### src/rtl/mdio_arbiter_pkg.sv
// Shared types and constants for the MDIO command arbiter.
// Optional read-response watchdog is enabled by defining MDIO_ARB_TIMEOUT_EN.
package mdio_arb_pkg;

  typedef enum logic [1:0] {
    IDLE     = 2'd0,
    CMD      = 2'd1,
    WAIT_RSP = 2'd2,
    RSP      = 2'd3
  } state_t;

  localparam logic [1:0]  OP_WRITE         = 2'b01;
  localparam logic [1:0]  OP_READ          = 2'b10;
  localparam logic [15:0] RSP_TIMEOUT_DATA = 16'hFFFF;

endpackage

### src/rtl/mdio_arbiter_if.sv
// Requester and mdio_master command/response signals of the arbiter.
// master modport is the arbiter's view, slave modport is the surrounding logic.
interface mdio_arbiter_if #(
  parameter int N_REQ = 2
);
  logic [5*N_REQ-1:0]  req_phy_addr;
  logic [5*N_REQ-1:0]  req_reg_addr;
  logic [16*N_REQ-1:0] req_data;
  logic [2*N_REQ-1:0]  req_opcode;
  logic [N_REQ-1:0]    req_valid;
  logic [N_REQ-1:0]    req_ready;
  logic [15:0]         rsp_data;
  logic                rsp_err;
  logic [N_REQ-1:0]    rsp_valid;
  logic [N_REQ-1:0]    rsp_ready;
  logic [4:0]          m_cmd_phy_addr;
  logic [4:0]          m_cmd_reg_addr;
  logic [15:0]         m_cmd_data;
  logic [1:0]          m_cmd_opcode;
  logic                m_cmd_valid;
  logic                m_cmd_ready;
  logic [15:0]         m_data_out;
  logic                m_data_out_valid;
  logic                m_data_out_ready;

  modport master (
    input  req_phy_addr, req_reg_addr, req_data, req_opcode, req_valid, rsp_ready,
           m_cmd_ready, m_data_out, m_data_out_valid,
    output req_ready, rsp_data, rsp_err, rsp_valid,
           m_cmd_phy_addr, m_cmd_reg_addr, m_cmd_data, m_cmd_opcode, m_cmd_valid,
           m_data_out_ready
  );

  modport slave (
    output req_phy_addr, req_reg_addr, req_data, req_opcode, req_valid, rsp_ready,
           m_cmd_ready, m_data_out, m_data_out_valid,
    input  req_ready, rsp_data, rsp_err, rsp_valid,
           m_cmd_phy_addr, m_cmd_reg_addr, m_cmd_data, m_cmd_opcode, m_cmd_valid,
           m_data_out_ready
  );
endinterface

### src/rtl/mdio_arbiter_rr_pick.sv
// Rotating-priority encoder: first set req bit after 'last', wrapping; latency 0.
// Purely combinational, no backpressure.
module mdio_rr_pick #(
  parameter int N_REQ = 2,
  parameter int IDX_W = 1
) (
  input  logic [N_REQ-1:0] req,
  input  logic [IDX_W-1:0] last,
  output logic             valid,
  output logic [IDX_W-1:0] index
);

  logic [IDX_W-1:0] pos;

  // Walk from the farthest candidate back to last+1 so the nearest set bit wins.
  always_comb begin
    valid = |req;
    index = last;
    pos   = last;
    for (int k = N_REQ; k >= 1; k--) begin
      pos = IDX_W'((int'(last) + k) % N_REQ);
      if (req[pos]) index = pos;
    end
  end

endmodule

### src/rtl/mdio_arbiter.sv
// Round-robin arbiter in front of one mdio_master; cmd 1 cycle after req_valid in IDLE, rsp 1 cycle after read data.
// Backpressure: req_ready follows m_cmd_ready for the owner; reads hold the grant until rsp_ready. Option: MDIO_ARB_TIMEOUT_EN.
module mdio_arbiter
  import mdio_arb_pkg::*;
#(
  parameter int N_REQ          = 2,
  parameter int TIMEOUT_CYCLES = 4096
) (
  input  logic             sys_clk,
  input  logic             sys_rst_n,
  mdio_arbiter_if.master   bus,
  output logic [N_REQ-1:0] grant,
  output logic             busy
);

  localparam int IDX_W = $clog2(N_REQ);

  if (N_REQ < 2 || N_REQ > 8 || TIMEOUT_CYCLES < 2) begin : g_cfg_err
    $error("mdio_arbiter: unsupported parameter values");
  end

  state_t           state_q, state_d;
  logic [IDX_W-1:0] last_q, last_d;
  logic [IDX_W-1:0] gnt_q, gnt_d;
  logic [15:0]      rsp_data_q, rsp_data_d;
  logic [N_REQ-1:0] grant_q, grant_d;
  logic             busy_q;
  logic             rsp_err_q, rsp_err_d;
  logic             pick_vld;
  logic [IDX_W-1:0] pick_idx;
  logic [N_REQ-1:0] req_ready;
  logic [N_REQ-1:0] rsp_valid;
  logic             m_cmd_valid;
  logic             m_data_out_ready;
  logic [4:0]       cmd_phy;
  logic [4:0]       cmd_reg;
  logic [15:0]      cmd_data;
  logic [1:0]       cmd_op;
  logic             timeout_hit;

  mdio_rr_pick #(.N_REQ(N_REQ), .IDX_W(IDX_W)) u_pick (
    .req   (bus.req_valid),
    .last  (last_q),
    .valid (pick_vld),
    .index (pick_idx)
  );

  always_comb begin
    cmd_phy  = '0;
    cmd_reg  = '0;
    cmd_data = '0;
    cmd_op   = '0;
    for (int i = 0; i < N_REQ; i++) begin
      if (gnt_q == IDX_W'(i)) begin
        cmd_phy  = bus.req_phy_addr[5*i +: 5];
        cmd_reg  = bus.req_reg_addr[5*i +: 5];
        cmd_data = bus.req_data[16*i +: 16];
        cmd_op   = bus.req_opcode[2*i +: 2];
      end
    end
  end

`ifdef MDIO_ARB_TIMEOUT_EN
  localparam int TO_W = $clog2(TIMEOUT_CYCLES);

  logic [TO_W-1:0] to_cnt_q;

  always_ff @(posedge sys_clk or negedge sys_rst_n) begin
    if (!sys_rst_n) begin
      to_cnt_q  <= '0;
      rsp_err_q <= 1'b0;
    end else begin
      to_cnt_q  <= (state_q == WAIT_RSP) ? to_cnt_q + 1'b1 : '0;
      rsp_err_q <= rsp_err_d;
    end
  end

  assign timeout_hit = (state_q == WAIT_RSP) && (to_cnt_q == TO_W'(TIMEOUT_CYCLES - 1));
`else
  assign timeout_hit = 1'b0;
  assign rsp_err_q   = 1'b0;
`endif

  always_comb begin
    state_d          = state_q;
    last_d           = last_q;
    gnt_d            = gnt_q;
    rsp_data_d       = rsp_data_q;
    rsp_err_d        = rsp_err_q;
    m_cmd_valid      = 1'b0;
    req_ready        = '0;
    rsp_valid        = '0;
    m_data_out_ready = 1'b1;
    case (state_q)
      IDLE: begin
        if (pick_vld) begin
          gnt_d   = pick_idx;
          state_d = CMD;
        end
      end
      CMD: begin
        m_cmd_valid      = 1'b1;
        req_ready[gnt_q] = bus.m_cmd_ready;
        if (bus.m_cmd_ready) begin
          if (cmd_op == OP_READ) begin
            state_d = WAIT_RSP;
          end else begin
            last_d  = gnt_q;
            state_d = IDLE;
          end
        end else if (!bus.req_valid[gnt_q]) begin
          state_d = IDLE;
        end
      end
      WAIT_RSP: begin
        if (bus.m_data_out_valid) begin
          rsp_data_d = bus.m_data_out;
          rsp_err_d  = 1'b0;
          state_d    = RSP;
        end else if (timeout_hit) begin
          rsp_data_d = RSP_TIMEOUT_DATA;
          rsp_err_d  = 1'b1;
          state_d    = RSP;
        end
      end
      RSP: begin
        m_data_out_ready = 1'b0;
        rsp_valid[gnt_q] = 1'b1;
        if (bus.rsp_ready[gnt_q]) begin
          last_d    = gnt_q;
          rsp_err_d = 1'b0;
          state_d   = IDLE;
        end
      end
      default: state_d = IDLE;
    endcase
  end

  // grant/busy are registered from the next state so they line up with state_q.
  always_comb begin
    grant_d = '0;
    if (state_d != IDLE) grant_d[gnt_d] = 1'b1;
  end

  always_ff @(posedge sys_clk or negedge sys_rst_n) begin
    if (!sys_rst_n) begin
      state_q    <= IDLE;
      last_q     <= IDX_W'(N_REQ - 1);
      gnt_q      <= '0;
      rsp_data_q <= '0;
      grant_q    <= '0;
      busy_q     <= 1'b0;
    end else begin
      state_q    <= state_d;
      last_q     <= last_d;
      gnt_q      <= gnt_d;
      rsp_data_q <= rsp_data_d;
      grant_q    <= grant_d;
      busy_q     <= (state_d != IDLE);
    end
  end

  assign bus.req_ready        = req_ready;
  assign bus.rsp_valid        = rsp_valid;
  assign bus.rsp_data         = rsp_data_q;
  assign bus.rsp_err          = rsp_err_q;
  assign bus.m_cmd_valid      = m_cmd_valid;
  assign bus.m_cmd_phy_addr   = cmd_phy;
  assign bus.m_cmd_reg_addr   = cmd_reg;
  assign bus.m_cmd_data       = cmd_data;
  assign bus.m_cmd_opcode     = cmd_op;
  assign bus.m_data_out_ready = m_data_out_ready;
  assign grant                = grant_q;
  assign busy                 = busy_q;

endmodule
### src/flat_wrapper.sv
// flat-port wrapper written by rule: the top's interface ports become plain ports
module mdio_arbiter_flat import mdio_arb_pkg::*;
#(
  parameter int N_REQ          = 2,
  parameter int TIMEOUT_CYCLES = 4096
)
  (sys_clk, sys_rst_n, grant, busy, bus_req_phy_addr, bus_req_reg_addr, bus_req_data, bus_req_opcode, bus_req_valid, bus_rsp_ready, bus_m_cmd_ready, bus_m_data_out, bus_m_data_out_valid, bus_req_ready, bus_rsp_data, bus_rsp_err, bus_rsp_valid, bus_m_cmd_phy_addr, bus_m_cmd_reg_addr, bus_m_cmd_data, bus_m_cmd_opcode, bus_m_cmd_valid, bus_m_data_out_ready);
  mdio_arbiter_if #(.N_REQ(N_REQ)) bus_i ();
  input  logic sys_clk;
  input  logic sys_rst_n;
  output logic [N_REQ-1:0] grant;
  output logic busy;
  input wire logic [$bits(bus_i.req_phy_addr)-1:0] bus_req_phy_addr;
  input wire logic [$bits(bus_i.req_reg_addr)-1:0] bus_req_reg_addr;
  input wire logic [$bits(bus_i.req_data)-1:0] bus_req_data;
  input wire logic [$bits(bus_i.req_opcode)-1:0] bus_req_opcode;
  input wire logic [$bits(bus_i.req_valid)-1:0] bus_req_valid;
  input wire logic [$bits(bus_i.rsp_ready)-1:0] bus_rsp_ready;
  input wire logic [$bits(bus_i.m_cmd_ready)-1:0] bus_m_cmd_ready;
  input wire logic [$bits(bus_i.m_data_out)-1:0] bus_m_data_out;
  input wire logic [$bits(bus_i.m_data_out_valid)-1:0] bus_m_data_out_valid;
  output wire logic [$bits(bus_i.req_ready)-1:0] bus_req_ready;
  output wire logic [$bits(bus_i.rsp_data)-1:0] bus_rsp_data;
  output wire logic [$bits(bus_i.rsp_err)-1:0] bus_rsp_err;
  output wire logic [$bits(bus_i.rsp_valid)-1:0] bus_rsp_valid;
  output wire logic [$bits(bus_i.m_cmd_phy_addr)-1:0] bus_m_cmd_phy_addr;
  output wire logic [$bits(bus_i.m_cmd_reg_addr)-1:0] bus_m_cmd_reg_addr;
  output wire logic [$bits(bus_i.m_cmd_data)-1:0] bus_m_cmd_data;
  output wire logic [$bits(bus_i.m_cmd_opcode)-1:0] bus_m_cmd_opcode;
  output wire logic [$bits(bus_i.m_cmd_valid)-1:0] bus_m_cmd_valid;
  output wire logic [$bits(bus_i.m_data_out_ready)-1:0] bus_m_data_out_ready;
  assign bus_i.req_phy_addr = bus_req_phy_addr;
  assign bus_i.req_reg_addr = bus_req_reg_addr;
  assign bus_i.req_data = bus_req_data;
  assign bus_i.req_opcode = bus_req_opcode;
  assign bus_i.req_valid = bus_req_valid;
  assign bus_i.rsp_ready = bus_rsp_ready;
  assign bus_i.m_cmd_ready = bus_m_cmd_ready;
  assign bus_i.m_data_out = bus_m_data_out;
  assign bus_i.m_data_out_valid = bus_m_data_out_valid;
  assign bus_req_ready = bus_i.req_ready;
  assign bus_rsp_data = bus_i.rsp_data;
  assign bus_rsp_err = bus_i.rsp_err;
  assign bus_rsp_valid = bus_i.rsp_valid;
  assign bus_m_cmd_phy_addr = bus_i.m_cmd_phy_addr;
  assign bus_m_cmd_reg_addr = bus_i.m_cmd_reg_addr;
  assign bus_m_cmd_data = bus_i.m_cmd_data;
  assign bus_m_cmd_opcode = bus_i.m_cmd_opcode;
  assign bus_m_cmd_valid = bus_i.m_cmd_valid;
  assign bus_m_data_out_ready = bus_i.m_data_out_ready;
  mdio_arbiter #(.N_REQ(N_REQ), .TIMEOUT_CYCLES(TIMEOUT_CYCLES)) u_core (.sys_clk(sys_clk), .sys_rst_n(sys_rst_n), .bus(bus_i), .grant(grant), .busy(busy));
endmodule
### config.mk
export PLATFORM = sky130hd
export DESIGN_NAME = mdio_arbiter_flat
export DESIGN_NICKNAME = d
export VERILOG_FILES = /design/src/rtl/mdio_arbiter_pkg.sv /design/src/rtl/mdio_arbiter_if.sv /design/src/rtl/mdio_arbiter_rr_pick.sv /design/src/rtl/mdio_arbiter.sv /design/src/flat_wrapper.sv
export SDC_FILE = /design/constraint.sdc
export NUM_CORES = 1
export LEC_CHECK = 0
export CAP_MARGIN = 10
export CORE_UTILIZATION = 32
export CTS_CLUSTER_SIZE = 25
export DETAILED_ROUTE_END_ITERATION = 7
export PLACE_DENSITY = 0.93
export REMOVE_ABC_BUFFERS = 1
export SLEW_MARGIN = 20
export SYNTH_ARGS = -nofsm -noshare
export SYNTH_HDL_FRONTEND = slang
export SYNTH_SLANG_ARGS = --single-unit
### constraint.sdc
create_clock -name sys_clk -period 2.5 [get_ports sys_clk]
set_input_delay 0.5 -clock sys_clk [delete_from_list [all_inputs] [get_ports sys_clk]]
set_output_delay 0.5 -clock sys_clk [all_outputs]
set_load 0.01 [all_outputs]
== Word-level counts from Yosys, hierarchy flattened ==
Cells that the tools add are included.
Operators by class
  reduce and logical (&&, ||, !) cells: 8
  muxes and demuxes: 36
  magnitude comparators: 6
  equality and inequality tests: 7
  bitwise operators: 1
  $add $sub $neg: 2
Operator list (count)
  $mux 2: 10
  $mux 1: 19
  $mux 16: 1
  $mux 5: 2
  $lt 1x2->1 const B: 4
  $pmux 2 s4: 1
  $eq 2x2->1 const B: 3
  $ne 2x2->1 const B: 2
  $reduce_and 4->1: 1
  $reduce_bool 2->1: 2
  $add 1x1->1 const B: 2
  $and 2x2->2: 1
  $demux 1 s1: 2
  $eq 2x1->1 const B: 1
  $ge 1x1->1 const B: 2
  $logic_and 1x1->1: 2
  $logic_not 2->1: 1
  $ne 2x1->1 const B: 1
  $pmux 1 s2: 1
  $reduce_and 2->1: 1
  $reduce_or 2->1: 1
Storage, ports and cells
  output and inout bits: 54
  word-level logic and storage cells: 66
  input port bits: 80
  register bits: 23

== Depth between registers and ports, before layout ==
Gate-level depths: netlist (run 1).
  word-level depth: 12
  gate-level depth with buffers: 5

== By module ==
From an unflattened synthesis (run 1), not the netlist that was laid out.
Second synthesis, totals
  cells, all modules: 114
  area, all modules: 1448.9 sq um
By module, submodules not included
  mdio_arbiter: area each 1433.9 sq um, times used 1, sequential area each 576.8 sq um, cells each 111
  mdio_rr_pick: area each 15.0 sq um, times used 1, sequential area each 0.0 sq um, cells each 3

== Worst setup path after synthesis (run 1) ==
No wires, ideal clock.
  kind: reg2out
  start point: register u_core.gnt_q
  end point: output bus_m_cmd_data[10]
  path slack: 0.788 ns
  arrival: 1.212 ns
  stages on the path, launching flop included: 4
  cells stage by stage: dfrtp_1 > buf_6 > clkbuf_1 > mux2_2
Between the ends
  word-level cells in the longest chain between the ends: 1
RTL lines
  start, declared: line mdio_arbiter.sv:24  | logic [IDX_W-1:0] gnt_q, gnt_d;
  start signal, assigned: line mdio_arbiter.sv:156  | gnt_q <= gnt_d;
  $mux 16: line mdio_arbiter.sv:54  | if (gnt_q == IDX_W'(i)) begin
  end, declared: line flat_wrapper.sv:28  | output wire logic [$bits(bus_i.m_cmd_data)-1:0] bus_m_cmd_data;
Every way passes these cells.

== Worst setup path in the final report (run 1) ==
  start point: input bus_m_cmd_ready
  end point: output bus_req_ready[0]
Between the ends
  word-level cells in the longest chain between the ends: 2
RTL lines
  start, declared: line flat_wrapper.sv:19  | input wire logic [$bits(bus_i.m_cmd_ready)-1:0] bus_m_cmd_ready;
  $and 2x2->2 (no source line)
  $mux 2: line mdio_arbiter.sv:94  | case (state_q)
  end, declared: line flat_wrapper.sv:22  | output wire logic [$bits(bus_i.req_ready)-1:0] bus_req_ready;
Every way passes these cells.

==> impl_metrics.json, run 1 <==
{
  "synth_cells": 109,
  "crit_slowest_cell": "sky130_fd_sc_hd__clkdlybuf4s50_1",
  "worst_ep_arrival_time_ns": 1.83,
  "start_util_pct": 33.38,
  "layout_commonest_cell": "sky130_fd_sc_hd__clkdlybuf4s50_1",
  "vias": 1339,
  "cts_htree_levels": 1,
  "dieHeight_microns": 66.59,
  "power_mw": 2.558,
  "yosys.cell_types.count": 26,
  "top_level_ports": 134,
  "clock-sinks": 23,
  "clock_tree_root_buffer_cell": "sky130_fd_sc_hd__clkbuf_8",
  "grt_antenna_before_repair": 0,
  "peakVddDrop_mv": 0.6538,
  "grt_overflow_total": 0,
  "finalHoldViolCount": 0,
  "p_per_area_mw_per_mm2": 929.0,
  "worst_path_dominant_cell_family": "buffers and inverters",
  "met2_wirelength_microns": 2290,
  "num_antenna_cells": 0,
  "max_incr_delay_on_cp_ns": 0.55,
  "grt_pass1_wl_microns": 6437,
  "detail_route.wirelength_microns": 4372,
  "dieArea_sq_mm": 0.004434,
  "timing_worst_setup_path_type": "in -> out",
  "topRoutingLayerUsed": "met4",
  "grt_pass1_vias": 1313,
  "synth-edff-count": 0,
  "slew_viol_final": 0,
  "hold-path-cell-count": 1,
  "nNetsFinal": 323,
  "skew_ns": 0.0009976,
  "critical-path-top-cell-by-count": "sky130_fd_sc_hd__clkdlybuf4s50_1",
  "syn-mean-instance-area_sq_um": 12.25,
  "ff2ff_path_depth": 5,
  "fin_tns_setup_ns": 0,
  "fp-row-count": 23,
  "required_ns": 2.00,
  "synthFlopType": "sky130_fd_sc_hd__dfrtp_1",
  "seq_area_frac_synth_pct": 43.21,
  "post-dp-hpwl_microns": 3658,
  "post_cts_resize_count": 0,
  "max-cap-violations": 0,
  "vias_per_cell": 4.586,
  "drtIter0Drc": 53,
  "finalSetupViolCount": 0,
  "postCtsSetupRepairBufs": 0,
  "synthesis.area_sq_mm": 0.001335,
  "critPathCaptureType": "primary output",
  "critical_path.startpoint_type": "input port",
  "min_to": "u_core.bus.rsp_data[7]$_DFFE_PN0P_",
  "total_routing_usage_reported_by_global_routing_pct": 19.60,
  "die_w_microns": 66.59,
  "routability_congestion_estimate_from_global_placement": 0.8453,
  "run_status": "finished, final reports clean",
  "drive_gt1_share_pct": 22.31,
  "drc": 0,
  "ys_async_sr_fraction_pct": 100.0,
  "tritoncts": "yes",
  "area.growth.synth_to_final_pct": 106.3,
  "hold-worst-slack_ns": 0.5059,
  "clock_latency_ns": 0.25,
  "cts_made_buffers": 3,
  "reg2reg_setup_slack_ns": 0.83,
  "ctsHoldBuffers": 0,
  "clk_path_buf_depth": 2,
  "finalCriticalPeriod_ns": 2.328,
  "clk_pin_slew_ns": 0.07,
  "regToRegEndpoint": "u_core.last_q$_DFFE_PN1P_",
  "worst_hold_path_type": "reg -> reg",
  "detailedRoute.firstPassIterationCount": 4,
  "synthesis.yosys.warnings": 0,
  "max_freq_mhz": 429.5,
  "drt-met1-wl_microns": 1812,
  "crit_path_cell_trace": "clkdlybuf4s50_1 > nand3b_1 > nor2_1 > clkdlybuf4s50_1",
  "worstPathMaxFanout": 4,
  "postRouteAntennaNets": 0,
  "worstReg2RegStart": "u_core.gnt_q$_DFF_PN0_",
  "numPortBuffers": 132,
  "worst_hold_startpoint": "u_core.bus.rsp_data[7]$_DFFE_PN0P_",
  "synth_seq_cells": 23,
  "min_period_over_period_pct": 93.12,
  "met3WireLength_microns": 205,
  "path_buf_inv": 2,
  "commonest_cells_after_routing_fill_and_taps_aside": "132 x sky130_fd_sc_hd__clkdlybuf4s50_1, 45 x sky130_fd_sc_hd__mux2_2, 22 x sky130_fd_sc_hd__dfrtp_1",
  "grt_start_max_net_pins": 24,
  "core_region_area_sq_mm": 0.004000,
  "avgRoutedWirePerCell_microns": 14.97,
  "p_leak_nw": 1.118,
  "grt_setup_unrepaired": "no"
}
## cells in the mapped netlist (2+ instances only)
library cell / n / area share (%)
sky130_fd_sc_hd__nand3b_1: 2 / 1.1
sky130_fd_sc_hd__inv_1: 3 / 0.84
sky130_fd_sc_hd__nand2_1: 3 / 0.84
sky130_fd_sc_hd__nor2b_1: 3 / 1.4
sky130_fd_sc_hd__nor3_1: 2 / 0.75
sky130_fd_sc_hd__and3_1: 2 / 0.94
sky130_fd_sc_hd__nor2_1: 5 / 1.4
sky130_fd_sc_hd__buf_2: 2 / 0.75
sky130_fd_sc_hd__nand2b_1: 3 / 1.4
sky130_fd_sc_hd__clkbuf_1: 3 / 0.84
sky130_fd_sc_hd__mux2_2: 45 / 38
sky130_fd_sc_hd__dfrtp_1: 22 / 41
## power by group
| group | internal (mW) | total [mW] | leakage (nW) | switching, mW |
|---|---|---|---|---|
| registers | 0.564 | 0.675 | 0.278 | 0.111 |
| clock network | 0.113 | 0.218 | 0.0228 | 0.104 |
| logic | 1.04 | 1.67 | 0.817 | 0.621 |
| total | 1.72 | 2.56 | 1.12 | 0.837 |
## final cells by class
| type | count | area, sq um |
|---|---|---|
| fill | 318 | 1246 |
| clock buffer | 4 | 45.04 |
| tap | 50 | 62.56 |
| multi-input combinational | 76 | 706.9 |
| timing repair buffer | 136 | 1351 |
| inverter | 3 | 11.26 |
| sequential | 23 | 576.8 |
## sequential cells by signal, summed over array words and instances, names as in the netlist
name	count
u_core.bus.rsp_data	16
u_core.grant	2
u_core.state_q	2
u_core.busy	1
u_core.gnt_q	1
u_core.last_q	1
## logic make-up (layout without fill, tap and decap cells)
group	after synthesis	in the layout	synth area share (%)
AO/OA/AOI/OAI	5	5	3.280
buffers and inverters	10	143	3.843
multiplexers	47	47	39.55
flip-flops	23	23	43.21
AND/OR/NAND/NOR	23	23	9.840
other	1	1	0.2809
## metrics by stage
| step | instances | setup WS [ns] | instance area, sq um | utilization, % |
|---|---|---|---|---|
| finish | 292 | 0.1720 | 2754 | 68.85 |
| global route | 292 | 0.1498 | 2754 | 68.85 |
| CTS | 292 | 0.1927 | 2754 | 68.85 |
| detailed placement | 288 | 0.1984 | 2709 | 67.72 |
| global placement | 288 | 0.2256 | 2709 | 67.72 |
| floorplan | 102 | 0.4856 | 1295 | - |
## worst max path at each step
stage                           startpoint                   endpoint  cells past startpoint
finish                     bus_m_cmd_ready           bus_req_ready[0]                      4
global route               bus_m_cmd_ready           bus_req_ready[0]                      4
CTS                        bus_m_cmd_ready           bus_req_ready[0]                      4
detailed placement         bus_m_cmd_ready           bus_req_ready[0]                      4
global placement           bus_m_cmd_ready           bus_req_ready[0]                      4
floorplan           u_core.gnt_q$_DFF_PN0_  u_core.grant[1]$_DFF_PN0_                      4
## worst register-to-register path, stage by stage, from the launching register on
cell,delay [ns]
sky130_fd_sc_hd__dfrtp_1,0.38
sky130_fd_sc_hd__buf_4,0.21
sky130_fd_sc_hd__or3b_1,0.42
sky130_fd_sc_hd__a32oi_1,0.22
sky130_fd_sc_hd__nor2_1,0.06
sky130_fd_sc_hd__mux2_1,0.31
## per-layer routing
metal  GRT usage [%]  vias up
met5               0        -
met4           4.787        0
met3           3.596        6
met2           33.84       50
met1           24.92      633
li1                -      650
Power figures use the tool's default switching activity.
==> inputs of run 2 (changes only) <==
MAX_ROUTING_LAYER = met4   (was unset)
==> impl_metrics.json, run 2 (synthesized netlist as in run 1, its figures left out) <==
{
  "routability_congestion_estimate_from_global_placement": 0.8586,
  "post-dp-hpwl_microns": 3658,
  "timing_worst_setup_path_type": "in -> out",
  "grt_setup_unrepaired": "no",
  "commonest_cells_after_routing_fill_and_taps_aside": "132 x sky130_fd_sc_hd__clkdlybuf4s50_1, 45 x sky130_fd_sc_hd__mux2_2, 22 x sky130_fd_sc_hd__dfrtp_1",
  "clock_tree_root_buffer_cell": "sky130_fd_sc_hd__clkbuf_8",
  "hold-path-cell-count": 1,
  "hold-worst-slack_ns": 0.5058,
  "total_routing_usage_reported_by_global_routing_pct": 20.08,
  "worstReg2RegStart": "u_core.gnt_q$_DFF_PN0_",
  "peakVddDrop_mv": 0.6561,
  "postLayoutCoreUtil_pct": 68.85,
  "clk_path_buf_depth": 2,
  "met3WireLength_microns": 183,
  "required_ns": 2.00,
  "numPlacedInstances": 288,
  "p_per_area_mw_per_mm2": 929.5,
  "post_cts_resize_count": 0,
  "finalCriticalPeriod_ns": 2.319,
  "vias_per_cell": 4.565,
  "path_buf_inv": 2,
  "reg2reg_setup_slack_ns": 0.83,
  "vias": 1333,
  "drive_gt1_share_pct": 22.31,
  "worstPathMaxFanout": 4,
  "p_leak_nw": 1.118,
  "dieHeight_microns": 66.59,
  "cts_made_buffers": 3,
  "dieArea_sq_mm": 0.004434,
  "skew_ns": 0.001192,
  "slew_viol_final": 0,
  "nNetsFinal": 323,
  "crit_slowest_cell": "sky130_fd_sc_hd__clkdlybuf4s50_1",
  "worst_hold_path_type": "reg -> reg",
  "crit_path_cell_trace": "clkdlybuf4s50_1 > nand3b_1 > nor2_1 > clkdlybuf4s50_1",
  "ff2ff_path_depth": 5,
  "layout_commonest_cell": "sky130_fd_sc_hd__clkdlybuf4s50_1",
  "grt_pass1_vias": 1310,
  "min_period_over_period_pct": 92.75,
  "area.growth.synth_to_final_pct": 106.3,
  "finalHoldViolCount": 0,
  "finalSetupViolCount": 0,
  "fin_tns_setup_ns": 0,
  "worst_ep_arrival_time_ns": 1.82,
  "clock-sinks": 23,
  "num_antenna_cells": 0,
  "detail_route.wirelength_microns": 4395,
  "ctsHoldBuffers": 0,
  "drt-met1-wl_microns": 1859,
  "grt_overflow_total": 0,
  "largest_reg_flops": 16,
  "postCtsSetupRepairBufs": 0,
  "tritoncts": "yes",
  "start_util_pct": 33.38,
  "min_to": "u_core.bus.rsp_data[7]$_DFFE_PN0P_",
  "grt_start_max_net_pins": 24,
  "clock_latency_ns": 0.25,
  "drc": 0,
  "critical_path.startpoint_type": "input port",
  "worst_path_dominant_cell_family": "buffers and inverters",
  "run_status": "finished, final reports clean",
  "max-cap-violations": 0,
  "numPortBuffers": 132,
  "regToRegEndpoint": "u_core.last_q$_DFFE_PN1P_",
  "detailedRoute.firstPassIterationCount": 4,
  "clk_pin_slew_ns": 0.07,
  "core_region_area_sq_mm": 0.004000,
  "cts_htree_levels": 1,
  "avgRoutedWirePerCell_microns": 15.05,
  "max_freq_mhz": 431.3,
  "grt_antenna_before_repair": 0,
  "max_incr_delay_on_cp_ns": 0.55,
  "die_w_microns": 66.59,
  "topRoutingLayerUsed": "met4",
  "critical-path-top-cell-by-count": "sky130_fd_sc_hd__clkdlybuf4s50_1",
  "grt_pass1_wl_microns": 6444,
  "worst_hold_startpoint": "u_core.bus.rsp_data[7]$_DFFE_PN0P_",
  "top_level_ports": 134,
  "layoutNonFillerInstCount": 292,
  "critPathCaptureType": "primary output",
  "fp-row-count": 23,
  "postRouteAntennaNets": 0,
  "met2_wirelength_microns": 2288,
  "drtIter0Drc": 55
}
==> run 2: final cells by class <==
cell class | instances | area (sq um)
clock buffer | 4 | 45.04
fill | 318 | 1246
inverter | 3 | 11.26
multi-input combinational | 76 | 706.9
sequential | 23 | 576.8
tap | 50 | 62.56
timing repair buffer | 136 | 1351
==> run 2: layer usage <==
metal | up-vias | global-route usage [%]
li1 | 649 | -
met1 | 630 | 25.13
met2 | 48 | 33.84
met3 | 6 | 3.082
met4 | 0 | 4.787
met5 | - | -
==> run 2: worst reg2reg max path, delay by kind of cell (launching register included) <==
family	cells	cell delay (ns)
AND/OR/NAND/NOR	2	0.48
flip-flops	1	0.38
multiplexers	1	0.31
AO/OA/AOI/OAI	1	0.22
buffers and inverters	1	0.21
==> run 2: worst max-delay path by stage <==
stage,from,to,cells after the start
final,bus_m_cmd_ready,bus_req_ready[0],4
after global routing,bus_m_cmd_ready,bus_req_ready[0],4
after CTS,bus_m_cmd_ready,bus_req_ready[0],4
after detailed placement,bus_m_cmd_ready,bus_req_ready[0],4
after global placement,bus_m_cmd_ready,bus_req_ready[0],4
after floorplan,u_core.gnt_q$_DFF_PN0_,u_core.grant[1]$_DFF_PN0_,4
==> run 2: per-stage QoR <==
step,setup WS [ns],power (mW),instance area [sq um]
2_1_floorplan,0.4856,1.437,1295
3_3_place_gp,0.2256,2.317,2709
3_5_place_dp,0.1984,2.362,2709
4_1_cts,0.1927,2.589,2754
5_1_grt,0.1498,2.719,2754
6_report,0.1812,2.560,2754
==> run 2: report_power, final <==
group | internal, mW | switching (mW)
Sequential | 0.564 | 0.111
Combinational | 1.04 | 0.623
Clock | 0.113 | 0.104
==> inputs of run 3 (changes only) <==
--- a/config.mk
+++ b/config.mk
@@ -14,2 +14,3 @@
 export REMOVE_ABC_BUFFERS = 1
+export SETUP_SLACK_MARGIN = 0.5
 export SLEW_MARGIN = 20
==> constraint.sdc (replaced) <==
create_clock -name sys_clk -period 2.5 [get_ports sys_clk]
set_input_delay 0.375 -clock sys_clk [delete_from_list [all_inputs] [get_ports sys_clk]]
set_output_delay 0.375 -clock sys_clk [all_outputs]
set_load 0.01 [all_outputs]
==> impl_metrics.json, run 3 (synthesized netlist as in run 1, its figures left out) <==
{
  "postLayoutCoreUtil_pct": 73.16,
  "die_w_microns": 66.59,
  "timing_worst_setup_path_type": "reg -> out",
  "area.growth.synth_to_final_pct": 119.2,
  "ctsHoldBuffers": 0,
  "grt_setup_unrepaired": "yes",
  "grt_pass1_vias": 1310,
  "ff2ff_path_depth": 6,
  "finalHoldViolCount": 0,
  "total_routing_usage_reported_by_global_routing_pct": 20.01,
  "dieArea_sq_mm": 0.004434,
  "postRouteAntennaNets": 0,
  "grt_overflow_total": 0,
  "critical_path.startpoint_type": "flop",
  "cts_made_buffers": 3,
  "regToRegEndpoint": "u_core.grant[1]$_DFF_PN0_",
  "top_level_ports": 134,
  "crit_slowest_cell": "sky130_fd_sc_hd__clkdlybuf4s50_1",
  "critical_path.startpoint": "u_core.gnt_q$_DFF_PN0_",
  "layoutNonFillerInstCount": 302,
  "crit_cells": 3,
  "layout_commonest_cell": "sky130_fd_sc_hd__clkdlybuf4s50_1",
  "drt-met1-wl_microns": 1899,
  "largest_reg_flops": 16,
  "required_ns": 2.12,
  "worst_hold_path_type": "reg -> reg",
  "commonest_cells_after_routing_fill_and_taps_aside": "103 x sky130_fd_sc_hd__clkdlybuf4s50_1, 45 x sky130_fd_sc_hd__mux2_2, 26 x sky130_fd_sc_hd__dlymetal6s2s_1",
  "met2_wirelength_microns": 2550,
  "dieHeight_microns": 66.59,
  "path_buf_inv": 2,
  "grt_pass1_wl_microns": 6472,
  "timing.critical_path.to": "bus_m_cmd_reg_addr[4]",
  "hold-path-cell-count": 1,
  "slew_viol_final": 0,
  "worst_path_dominant_cell_family": "buffers and inverters",
  "avgRoutedWirePerCell_microns": 15.98,
  "power_mw": 2.717,
  "detail_route.wirelength_microns": 4827,
  "peakVddDrop_mv": 0.4719,
  "drive_gt1_share_pct": 26.98,
  "max-cap-violations": 0,
  "p_leak_nw": 1.425,
  "cts_htree_levels": 1,
  "clock-sinks": 23,
  "tightest_slew_ns": 0.6965,
  "num_antenna_cells": 0,
  "finalCriticalPeriod_ns": 2.061,
  "drtIter0Drc": 41,
  "numPlacedInstances": 288,
  "run_status": "finished, final reports clean",
  "start_util_pct": 33.38,
  "vias": 1417,
  "max_incr_delay_on_cp_ns": 0.49,
  "nNetsFinal": 333,
  "worst_ep_arrival_time_ns": 1.69,
  "topRoutingLayerUsed": "met4",
  "grt_start_max_net_pins": 26,
  "max_freq_mhz": 485.2,
  "reg2reg_setup_slack_ns": 0.62,
  "post-dp-hpwl_microns": 3665,
  "clk_pin_slew_ns": 0.08,
  "met3WireLength_microns": 252,
  "clock_latency_ns": 0.26,
  "routability_congestion_estimate_from_global_placement": 0.8408,
  "numPortBuffers": 132,
  "skew_ns": 0.002876,
  "finalSetupViolCount": 0,
  "tritoncts": "yes",
  "clock_tree_root_buffer_cell": "sky130_fd_sc_hd__clkbuf_8",
  "crit_path_cell_trace": "buf_6 > mux2_2 > clkdlybuf4s50_1",
  "drc": 0,
  "p_per_area_mw_per_mm2": 928.5,
  "fp-row-count": 23,
  "vias_per_cell": 4.692,
  "core_region_area_sq_mm": 0.004000,
  "min_period_over_period_pct": 82.44,
  "fin_tns_setup_ns": 0,
  "grt_antenna_before_repair": 0,
  "worstReg2RegStart": "u_core.gnt_q$_DFF_PN0_",
  "detailedRoute.firstPassIterationCount": 6,
  "worstPathMaxFanout": 6,
  "clk_path_buf_depth": 2,
  "critPathCaptureType": "primary output",
  "slew_headroom_pct": 53.42
}
## run 3: per-stage QoR
| stage | worst slack, ns | hold slack, ns | instance area, sq um |
|---|---|---|---|
| floorplan | 0.4856 | 0.07941 | 1295 |
| global placement | 0.4677 | 0.4855 | 2709 |
| detailed placement | 0.4316 | 0.4959 | 2709 |
| CTS | 0.3946 | 0.5140 | 2774 |
| global route | 0.3879 | 0.5250 | 2927 |
| finish | 0.4391 | 0.5078 | 2927 |
## run 3: cell type report
type	count	area, sq um
multi-input cells	76	706.9
clock inverters	1	5.005
repair buffers	146	1519
clock buffers	3	41.29
fillers	311	1074
flip-flops and latches	23	580.6
inverters	3	11.26
well taps	50	62.56
## run 3: metal layers
layer	global-route usage, %	vias up
li1	-	673
met1	24.20	672
met2	34.72	60
met3	3.767	12
met4	3.723	0
met5	-	-
## run 3: how the worst min path moves through the flow
stage / start / end / slack (ns)
5_1_grt: u_core.bus.rsp_data[5]$_DFFE_PN0P_ / u_core.bus.rsp_data[5]$_DFFE_PN0P_ / 0.53
6_report: u_core.bus.rsp_data[7]$_DFFE_PN0P_ / u_core.bus.rsp_data[7]$_DFFE_PN0P_ / 0.51
3_5_place_dp: u_core.bus.rsp_data[7]$_DFFE_PN0P_ / u_core.bus.rsp_data[7]$_DFFE_PN0P_ / 0.50
3_3_place_gp: u_core.bus.rsp_data[2]$_DFFE_PN0P_ / u_core.bus.rsp_data[2]$_DFFE_PN0P_ / 0.49
4_1_cts: u_core.bus.rsp_data[7]$_DFFE_PN0P_ / u_core.bus.rsp_data[7]$_DFFE_PN0P_ / 0.51
2_1_floorplan: sys_rst_n / u_core.bus.rsp_data[0]$_DFFE_PN0P_ / 0.08
## run 3: timing repair
item	in CTS	in global routing
setup buffers	1	7
gates resized for setup	8	28
gates cloned	0	2
endpoints found under the setup margin	30	28
## run 3: worst reg2reg max path, cell delays in order (launching register included)
cell and delay, ns:
sky130_fd_sc_hd__dfrtp_2 0.47, sky130_fd_sc_hd__buf_2 0.19, sky130_fd_sc_hd__buf_4 0.14, sky130_fd_sc_hd__or3b_1 0.40, sky130_fd_sc_hd__a21oi_1 0.22, sky130_fd_sc_hd__and4bb_1 0.28
sky130_fd_sc_hd__nor2b_1 0.11
## run 3: where the power goes
part | leakage, nW | internal [mW] | total, mW | switching [mW]
clock | 0.0255 | 0.111 | 0.221 | 0.110
combinational | 1.13 | 1.14 | 1.81 | 0.668
sequential | 0.274 | 0.569 | 0.685 | 0.116
